File: src/rtl/serial_adder_ctrl_if.sv
// Operand/result handshake bundle for serial_adder_ctrl.
// Signal names are taken from the adder's point of view (i_* flows into it, o_* out of it).
//   i_valid/o_ready         : operand channel handshake
//   i_op1/i_op2/i_cin       : operands and carry-in
//   o_valid/i_ready         : result channel handshake
//   o_sum/o_cout            : result and carry-out
//   o_busy                  : adder is not idle
// slave modport  : used by the adder.
// master modport : used by whatever feeds operands and drains results.
interface serial_adder_ctrl_if #(
    parameter int unsigned DATA_WIDTH = 16
) ();
    logic                  i_valid;
    logic                  o_ready;
    logic [DATA_WIDTH-1:0] i_op1;
    logic [DATA_WIDTH-1:0] i_op2;
    logic                  i_cin;
    logic                  o_valid;
    logic                  i_ready;
    logic [DATA_WIDTH-1:0] o_sum;
    logic                  o_cout;
    logic                  o_busy;

    modport slave (
        input  i_valid, i_op1, i_op2, i_cin, i_ready,
        output o_ready, o_valid, o_sum, o_cout, o_busy
    );

    modport master (
        output i_valid, i_op1, i_op2, i_cin, i_ready,
        input  o_ready, o_valid, o_sum, o_cout, o_busy
    );
endinterface

File: src/rtl/serial_adder_ctrl.sv
// Digit-serial adder sequencer plus its per-digit full adder.
//   full_adder        : combinational DATA_WIDTH-bit adder with carry in/out.
//   serial_adder_ctrl : accepts two operands and a carry-in, adds them one
//                       DIGIT_WIDTH digit per cycle LSB first, and returns sum
//                       and carry-out over a result handshake.
// serial_adder_ctrl ports:
//   i_clk  : clock, rising edge
//   i_rst  : synchronous active-high reset
//   bus    : serial_adder_ctrl_if.slave (operand and result channels, busy flag)

module full_adder #(
    parameter int unsigned DATA_WIDTH = 2
) (
    input  logic [DATA_WIDTH-1:0] a_i,
    input  logic [DATA_WIDTH-1:0] b_i,
    input  logic                  cin_i,
    output logic [DATA_WIDTH-1:0] sum_o,
    output logic                  cout_o
);
    localparam int unsigned SUM_W = DATA_WIDTH + 1;

    assign {cout_o, sum_o} = SUM_W'(a_i) + SUM_W'(b_i) + SUM_W'(cin_i);
endmodule

module serial_adder_ctrl #(
    parameter int unsigned DATA_WIDTH  = 16,
    parameter int unsigned DIGIT_WIDTH = 2
) (
    input  logic                i_clk,
    input  logic                i_rst,
    serial_adder_ctrl_if.slave  bus
);
    localparam int unsigned N     = DATA_WIDTH / DIGIT_WIDTH;
    localparam int unsigned CNT_W = (N > 1) ? $clog2(N) : 1;

    // Operand width must split into whole digits.
    if ((DATA_WIDTH % DIGIT_WIDTH) != 0) begin : g_bad_width
        $error("serial_adder_ctrl: DATA_WIDTH must be a multiple of DIGIT_WIDTH");
    end

    typedef enum logic [1:0] {
        IDLE = 2'd0,
        ADD  = 2'd1,
        DONE = 2'd2
    } state_e;

    state_e                 state_q;
    logic [CNT_W-1:0]       cnt_q;
    logic                   carry_q;
    logic [DATA_WIDTH-1:0]  op1_q;
    logic [DATA_WIDTH-1:0]  op2_q;
    logic                   valid_q;
    logic [DATA_WIDTH-1:0]  sum_q;
    logic                   cout_q;

    logic [DIGIT_WIDTH-1:0] fa_sum;
    logic                   fa_cout;
    logic [DATA_WIDTH-1:0]  res_d;

    // One digit of the addition per ADD cycle.
    full_adder #(
        .DATA_WIDTH (DIGIT_WIDTH)
    ) u_full_adder (
        .a_i    (op1_q[DIGIT_WIDTH-1:0]),
        .b_i    (op2_q[DIGIT_WIDTH-1:0]),
        .cin_i  (carry_q),
        .sum_o  (fa_sum),
        .cout_o (fa_cout)
    );

    // Result shift register: new digit enters at the MSB end; only the
    // upper DATA_WIDTH-DIGIT_WIDTH bits need storing between cycles, so
    // res_d is the fully shifted result including the current digit.
    if (N > 1) begin : g_multi_digit
        logic [DATA_WIDTH-DIGIT_WIDTH-1:0] part_q;

        assign res_d = {fa_sum, part_q};

        always_ff @(posedge i_clk) begin
            if (i_rst) begin
                part_q <= '0;
            end else if (state_q == ADD) begin
                part_q <= res_d[DATA_WIDTH-1:DIGIT_WIDTH];
            end
        end
    end else begin : g_single_digit
        assign res_d = fa_sum;
    end

    // Sequencer: IDLE accepts, ADD walks the digits, DONE holds the result.
    always_ff @(posedge i_clk) begin
        if (i_rst) begin
            state_q <= IDLE;
            cnt_q   <= '0;
            carry_q <= 1'b0;
            op1_q   <= '0;
            op2_q   <= '0;
            valid_q <= 1'b0;
            sum_q   <= '0;
            cout_q  <= 1'b0;
        end else begin
            case (state_q)
                IDLE: begin
                    if (bus.i_valid) begin
                        op1_q   <= bus.i_op1;
                        op2_q   <= bus.i_op2;
                        carry_q <= bus.i_cin;
                        cnt_q   <= '0;
                        state_q <= ADD;
                    end
                end
                ADD: begin
                    op1_q   <= op1_q >> DIGIT_WIDTH;
                    op2_q   <= op2_q >> DIGIT_WIDTH;
                    carry_q <= fa_cout;
                    cnt_q   <= cnt_q + CNT_W'(1);
                    if (cnt_q == CNT_W'(N - 1)) begin
                        sum_q   <= res_d;
                        cout_q  <= fa_cout;
                        valid_q <= 1'b1;
                        state_q <= DONE;
                    end
                end
                DONE: begin
                    if (bus.i_ready) begin
                        valid_q <= 1'b0;
                        state_q <= IDLE;
                    end
                end
                default: begin
                    state_q <= IDLE;
                end
            endcase
        end
    end

    // Ready drops in the reset cycle itself so nothing is accepted under reset.
    assign bus.o_ready = (state_q == IDLE) && !i_rst;
    assign bus.o_valid = valid_q;
    assign bus.o_sum   = sum_q;
    assign bus.o_cout  = cout_q;
    assign bus.o_busy  = (state_q != IDLE);
endmodule
File: src/flat_wrapper.sv
// flat-port wrapper written by rule: the top's interface ports become plain ports
module serial_adder_ctrl_flat 
#(
    parameter int unsigned DATA_WIDTH  = 16,
    parameter int unsigned DIGIT_WIDTH = 2
)
  (i_clk, i_rst, bus_i_valid, bus_i_op1, bus_i_op2, bus_i_cin, bus_i_ready, bus_o_ready, bus_o_valid, bus_o_sum, bus_o_cout, bus_o_busy);
  serial_adder_ctrl_if #(.DATA_WIDTH(DATA_WIDTH)) bus_i ();
  input  logic i_clk;
  input  logic i_rst;
  input wire logic [$bits(bus_i.i_valid)-1:0] bus_i_valid;
  input wire logic [$bits(bus_i.i_op1)-1:0] bus_i_op1;
  input wire logic [$bits(bus_i.i_op2)-1:0] bus_i_op2;
  input wire logic [$bits(bus_i.i_cin)-1:0] bus_i_cin;
  input wire logic [$bits(bus_i.i_ready)-1:0] bus_i_ready;
  output wire logic [$bits(bus_i.o_ready)-1:0] bus_o_ready;
  output wire logic [$bits(bus_i.o_valid)-1:0] bus_o_valid;
  output wire logic [$bits(bus_i.o_sum)-1:0] bus_o_sum;
  output wire logic [$bits(bus_i.o_cout)-1:0] bus_o_cout;
  output wire logic [$bits(bus_i.o_busy)-1:0] bus_o_busy;
  assign bus_i.i_valid = bus_i_valid;
  assign bus_i.i_op1 = bus_i_op1;
  assign bus_i.i_op2 = bus_i_op2;
  assign bus_i.i_cin = bus_i_cin;
  assign bus_i.i_ready = bus_i_ready;
  assign bus_o_ready = bus_i.o_ready;
  assign bus_o_valid = bus_i.o_valid;
  assign bus_o_sum = bus_i.o_sum;
  assign bus_o_cout = bus_i.o_cout;
  assign bus_o_busy = bus_i.o_busy;
  serial_adder_ctrl #(.DATA_WIDTH(DATA_WIDTH), .DIGIT_WIDTH(DIGIT_WIDTH)) u_core (.i_clk(i_clk), .i_rst(i_rst), .bus(bus_i));
endmodule
File: config.mk
export PLATFORM = sky130hd
export DESIGN_NAME = serial_adder_ctrl_flat
export DESIGN_NICKNAME = d
export VERILOG_FILES = /design/src/rtl/serial_adder_ctrl_if.sv /design/src/rtl/serial_adder_ctrl.sv /design/src/flat_wrapper.sv
export SDC_FILE = /design/constraint.sdc
export NUM_CORES = 1
export LEC_CHECK = 0
export ABC_AREA = 1
export BUFFER_PORTS_ARGS = -buffer_cell sky130_fd_sc_hd__buf_2
export CAP_MARGIN = 20
export CORE_UTILIZATION = 55
export DETAILED_ROUTE_END_ITERATION = 8
export GPL_TIMING_DRIVEN = 0
export PLACE_DENSITY_LB_ADDON = 0.08
export SETUP_SLACK_MARGIN = 0.3
export SKIP_LAST_GASP = 1
export SYNTH_ARGS = -nofsm -noshare
export SYNTH_HDL_FRONTEND = slang
export SYNTH_HIERARCHICAL = 1
export SYNTH_SLANG_ARGS = --single-unit
File: constraint.sdc
create_clock -name i_clk -period 4.3 [get_ports i_clk]
set_clock_uncertainty 0.15 [all_clocks]
set_input_delay 0.86 -clock i_clk [delete_from_list [all_inputs] [get_ports i_clk]]
set_output_delay 0.86 -clock i_clk [all_outputs]
set_load 0.01 [all_outputs]
==> impl_results.md, run 1 <==
* Status: finished clean
* Max_slew headroom at 67.2%
* RSZ-0062 raised after global routing: no
* Worst VDD drop at 0.218 mV
* Post-cts resize count at 0
* FF+latch count, synth at 70
* Synth area leaders: dfxtp_1, nand2_1, inv_1
* Yosys top cell by area: dfxtp_1
* Slack of the worst reg-to-reg path at 2.37 ns
* Leak at 2.09 nW
* Clk buf depth at 2
* Initial antenna violation count at 0
* Syn nets at 557
* Critical path peak fanout at 10
* Final setup fails at 0
* Nets at 624
* Syn Std Cell Area at 0.00330 mm²
* Antenna viol nets, final at 0
* First-pass GRT wire length at 12,100 µm
* Share of layout cells above drive strength 1 at 16.5%
* Hold_buf cts at 0
* Total track usage at 24.5%
* Num Clock Sinks at 70
* H-tree depth at 3
* CP required at 3.29 ns
* Row count at 27
* Post-synth top area share at 42.4%
* Die Height at 79.5 µm
* Placed inst area at 0.00367 mm²
* Final Max Slew Viols at 0
* IO buf count at 56
* Area Overhead vs Synth at 18.3%
* Critical path type: input port to primary output
* GP Congestion at 0.842
* Post-CTS Setup Inserts at 0
* CTS buffer count at 9
* Synth warn at 6
* Least-Margin Pin Slew at 0.492 ns
* Fin. Hold Viols at 0
* Skew-Pair Late Insertion Delay at 0.33 ns
* GRT Residual Overflow at 0
* Crit-path slowest cell: clkbuf_1
* Clock transition at the registers of the reported paths at 0.07 ns
* CP startpoint kind: input port
* Tcrit/Tclk final at 60.8%
* Max Cap Viol at 0
* Synth Instances at 516
* First-pass detailed-route iteration total at 4
* Vias in the first global route at 2,839
* F_max at 382 MHz
* Drt drc at 0
* Total Power at 1.54 mW
* Tmin final at 2.62 ns
* Core Area at 0.00564 mm²
* Die Wd at 79.5 µm
* CP most frequent cell: buf_2
* Starting Density at 58.6%
* Worst Setup End Kind: primary output
* Synth cell types at 22
* Fill cells at 520
* Hold Path Class: register to register
* Critical Path, Cell by Cell: buf_2 -> clkbuf_1 -> nor2_1 -> buf_2
* Via Count at 3,043
* Number of diodes at 0
* I/O pins at 57
* CTS root buf: clkbuf_8
* Pwr/cell area at 394 mW/mm²
* Final setup TNS at 0 ns
* Wire per inst at 10.5 µm
* Sequential element share of the synthesized area at 42.4%
* Syn avg cell area at 6.40 µm²
* Finished Cell Area at 0.00391 mm²
* DR iter-0 viols at 183
* Worst EP arrival at 1.61 ns
* Largest net degree at the start of global routing at 12
* Routed WL at 6920 µm
* Critical path's largest stage delay at 0.35 ns
* CTS tree: built
* Die Area at 0.00632 mm²
* Vias/cell at 4.61
* Post-DP HPWL at 4850 µm
path summary, 6_finish.rpt:
| path | end | from | depth (start not counted) |
|---|---|---|---|
| setup reg to reg | u_core/bus.o_sum[15] | u_core/op1_q[0] | 8 |
| setup / recovery | bus_o_ready | i_rst | 4 |
| hold reg to reg | u_core/bus.o_valid | u_core/bus.o_valid | 2 |
| hold / removal | u_core/bus.o_valid | u_core/bus.o_valid | 2 |
metal layers:
metal / track usage [%] / vias to the layer above / share of wire (%)
li1: - / 1635 / -
met1: 30.1 / 1314 / 47
met2: 42.5 / 88 / 48
met3: 5.14 / 6 / 4.6
met4: 7.64 / 0 / 0.65
met5: 0 / - / 0
through the flow:
step	hold slack, ns	util (%)	setup WS [ns]	std cells
after floorplan	0.283	-	2.06	516
after global placement	0.298	65.1	1.69	644
after detailed placement	0.304	65.1	1.68	644
after CTS	0.317	69.3	1.64	660
after global routing	0.330	69.3	1.53	660
final	0.312	69.3	1.68	660
kinds of logic (layout without fill, tap and decap cells):
logic type | count (synthesis) | count (layout) | synth area share, %
flops | 70 | 70 | 42.4
fa+ha+maj | 4 | 4 | 1.97
compound gates | 65 | 65 | 9.96
simple gates | 244 | 244 | 28.6
buf+inv | 133 | 205 | 17.0
cell usage after synthesis (all sizes together):
| library cell | number |
|---|---|
| nand3 | 5 |
| nor2 | 62 |
| o21ai | 16 |
| nand3b | 1 |
| ha | 2 |
| dfxtp | 70 |
| nand2 | 176 |
| a21oi | 49 |
| buf | 20 |
| clkbuf | 6 |
| fa | 2 |
| inv | 107 |
flip-flops by register name, summed over array words and instances, names as in the netlist:
register / flops
u_core/bus.o_sum: 16
u_core/op1_q: 16
u_core/op2_q: 16
u_core/g_multi_digit.part_q: 14
u_core/cnt_q: 3
u_core/state_q: 2
u_core/bus.o_cout: 1
u_core/bus.o_valid: 1
u_core/carry_q: 1
worst max-delay path, delay by kind of cell:
kind | cells | cell delay (ns)
AND/OR/NAND/NOR | 1 | 0.09
buffers and inverters | 3 | 0.65
placed cells by master (no fill, tap or decap), drive strengths merged:
cell type and instances:
bufinv 2, nand2 176, fa 2, nor2 62, a21oi 49, buf 76
clkinv 1, o21ai 16, nand3b 1, clkbuf 19, dfxtp 70, inv 107
nand3 5, ha 2
area by class of cell:
type,instances,area (µm²),share of cell area (%)
timing repair buffer,56,280,7.17
tap,72,90.1,2.30
buffer,26,161,4.13
clock inverter,3,65.1,1.66
clock buffer,13,169,4.32
sequential,70,1400,35.9
inverter,107,402,10.3
multi-input combinational,313,1340,34.3
report_power, final:
| group | internal (mW) | switching [mW] |
|---|---|---|
| Combinational | 0.0842 | 0.139 |
| Clock | 0.374 | 0.238 |
| Sequential | 0.691 | 0.0152 |
| Total | 1.15 | 0.392 |
No activity file was read; power rests on OpenSTA's default activity.
==> run 2: changes to the inputs <==
--- a/config.mk
+++ b/config.mk
@@ -5,10 +5,10 @@
 export SDC_FILE = /design/constraint.sdc
 export NUM_CORES = 1
 export LEC_CHECK = 0
-export ABC_AREA = 1
+export ABC_AREA = 0
 export BUFFER_PORTS_ARGS = -buffer_cell sky130_fd_sc_hd__buf_2
 export CAP_MARGIN = 20
-export CORE_UTILIZATION = 55
+export CORE_UTILIZATION = 54
 export DETAILED_ROUTE_END_ITERATION = 8
 export GPL_TIMING_DRIVEN = 0
 export PLACE_DENSITY_LB_ADDON = 0.08
==> constraint.sdc (replaced) <==
create_clock -name i_clk -period 2.5 [get_ports i_clk]
set_clock_uncertainty 0.15 [all_clocks]
set_input_delay 0.5 -clock i_clk [delete_from_list [all_inputs] [get_ports i_clk]]
set_output_delay 0.5 -clock i_clk [all_outputs]
set_load 0.01 [all_outputs]
==> impl_results.md, run 2 <==
* Status: finished clean
* Hold Startpoint: bus_i_op2[15]
* Max_slew headroom at 54.2%
* CTS buffer count at 9
* Largest net degree at the start of global routing at 11
* Yosys top cell by area: dfxtp_1
* IO buf count at 55
* CTS tree: built
* Final hold slack at 0.264 ns
* Tmin final at 2.14 ns
* Syn avg cell area at 8.95 µm²
* Routed WL at 6010 µm
* Sequential element share of the synthesized area at 48.3%
* Synth Instances at 324
* Die Area at 0.00567 mm²
* Drt drc at 0
* Number of enable flip-flop cells after synthesis at 0
* Final Max Slew Viols at 0
* Final setup TNS at 0 ns
* DR iter-0 viols at 71
* Most common cell in the synthesized netlist: dfxtp_1
* H-tree depth at 3
* Leak at 1.45 nW
* Syn nets at 365
* Max Cap Viol at 0
* Clk buf depth at 2
* Hold_buf cts at 0
* Most common cell after layout, fill and taps aside: dfxtp_1
* Post-DP HPWL at 4170 µm
* CP required at 1.85 ns
* Synth warn at 6
* Hold Path Class: input port to register
* Critical path peak fanout at 10
* Asr flop ratio synth at 0%
* Die Height at 75.3 µm
* Die Wd at 75.3 µm
* Num Clock Sinks at 70
* Area Overhead vs Synth at 18.5%
* Starting Density at 56.4%
* Final setup fails at 0
* FF+latch count, synth at 70
* I/O pins at 57
* First-pass GRT wire length at 9450 µm
* GRT Residual Overflow at 0
* Tcrit/Tclk final at 85.4%
* Synth cell types at 30
* Least-Margin Pin Slew at 0.687 ns
* Antenna viol nets, final at 0
* Nets at 431
* Total track usage at 22.8%
* Critical path type: input port to primary output
* Reg-to-reg endpoint: u_core/carry_q
* Worst VDD drop at 0.508 mV
* Syn Std Cell Area at 0.00290 mm²
* Worst EP arrival at 1.49 ns
* Core Area at 0.00514 mm²
* Top_reg_cell synth: dfxtp_1
* Wire per inst at 13.0 µm
* Row count at 26
* Share of layout cells above drive strength 1 at 30.0%
* Vias/cell at 5.19
* Fin. Hold Viols at 0
* RR Startpoint: u_core/op1_q[0]
* Post-synth top area share at 48.3%
* CP startpoint kind: input port
* Number of diodes at 0
* Reg2Reg Depth at 7
* Worst Hold End: u_core/op2_q[15]
* GP Congestion at 0.771
* Via Count at 2,402
* Multi-input logic area at 0.00120 mm²
* Clock transition at the registers of the reported paths at 0.07 ns
* RSZ-0062 raised after global routing: no
* Initial antenna violation count at 0
* Slack of the worst reg-to-reg path at 0.66 ns
* Skew-Pair Late Insertion Delay at 0.34 ns
* First-pass detailed-route iteration total at 4
* Pwr/cell area at 658 mW/mm²
* Fill cells at 496
* Vias in the first global route at 2,171
* CTS root buf: clkbuf_8
* Synth area leaders: dfxtp_1, a21oi_1, nand2_1
* Most instantiated cells after synthesis: dfxtp_1, nand2_1, a21oi_1
* Register area at 0.00140 mm²
* WHS Path Cells at 3
* Most frequent cells in the layout: dfxtp_1, nand2_1, buf_2
* Worst Setup End Kind: primary output
* F_max at 468 MHz
==> run 2: cell type report <==
cell class	count	area share [%]
plain buffers	25	4.55
clock buffers	13	4.91
clock inverters	1	0.146
inverters	39	4.26
multi-input cells	190	34.8
flip-flops and latches	70	40.8
well taps	70	2.55
repair buffers	55	8.01
==> run 2: logic make-up (layout without fill, tap and decap cells) <==
| kind of cell | after synthesis | after routing | synth area share, % |
|---|---|---|---|
| and+or+nand+nor | 84 | 84 | 12.7 |
| adders and majority gates | 4 | 4 | 2.24 |
| DFF | 70 | 70 | 48.3 |
| buffers and inverters | 64 | 133 | 10.4 |
| AOI/OAI and AO/OA | 100 | 100 | 25.6 |
| muxes | 2 | 2 | 0.690 |
==> run 2: repair_timing <==
| action | CTS | global route |
|---|---|---|
| resized for setup | 0 | 1 |
| setup endpoints to repair | 0 | 1 |
| buffers inserted | 0 | 0 |
==> run 2: worst max-delay path, stage by stage <==
cell	delay, ns
clkbuf_1	0.37
buf_1	0.38
nor2_1	0.08
buf_2	0.15
==> run 2: worst max path at each step <==
| stage | startpoint | to | cells past startpoint |
|---|---|---|---|
| after CTS | i_rst | bus_o_ready | 4 |
| after global placement | i_rst | bus_o_ready | 4 |
| after detailed placement | i_rst | bus_o_ready | 4 |
| final | i_rst | bus_o_ready | 4 |
| after floorplan | i_rst | bus_o_ready | 3 |
| after global routing | i_rst | bus_o_ready | 4 |
==> run 2: layer usage <==
layer	up-vias	track usage, %	wire, µm
li1	1231	-	-
met4	0	11.9	111
met1	1108	28.6	2690
met3	10	5.09	295
met5	-	0	0
met2	53	36.8	2910
==> run 2: report_power, final <==
group	internal, mW	switching [mW]
combinational	0.111	0.134
clock	0.430	0.389
sequential	1.17	0.0310
total	1.71	0.553
==> run 2: per-stage QoR <==
stage | instance area [µm²] | util (%) | total power, mW | setup WS (ns) | cells
2_1_floorplan | 2900 | - | 1.39 | 0.742 | 324
3_3_place_gp | 3260 | 63.5 | 1.46 | 0.380 | 449
3_5_place_dp | 3260 | 63.5 | 1.47 | 0.392 | 449
4_1_cts | 3440 | 66.9 | 2.28 | 0.385 | 463
5_1_grt | 3440 | 66.9 | 2.35 | 0.300 | 463
6_report | 3440 | 66.9 | 2.26 | 0.365 | 463
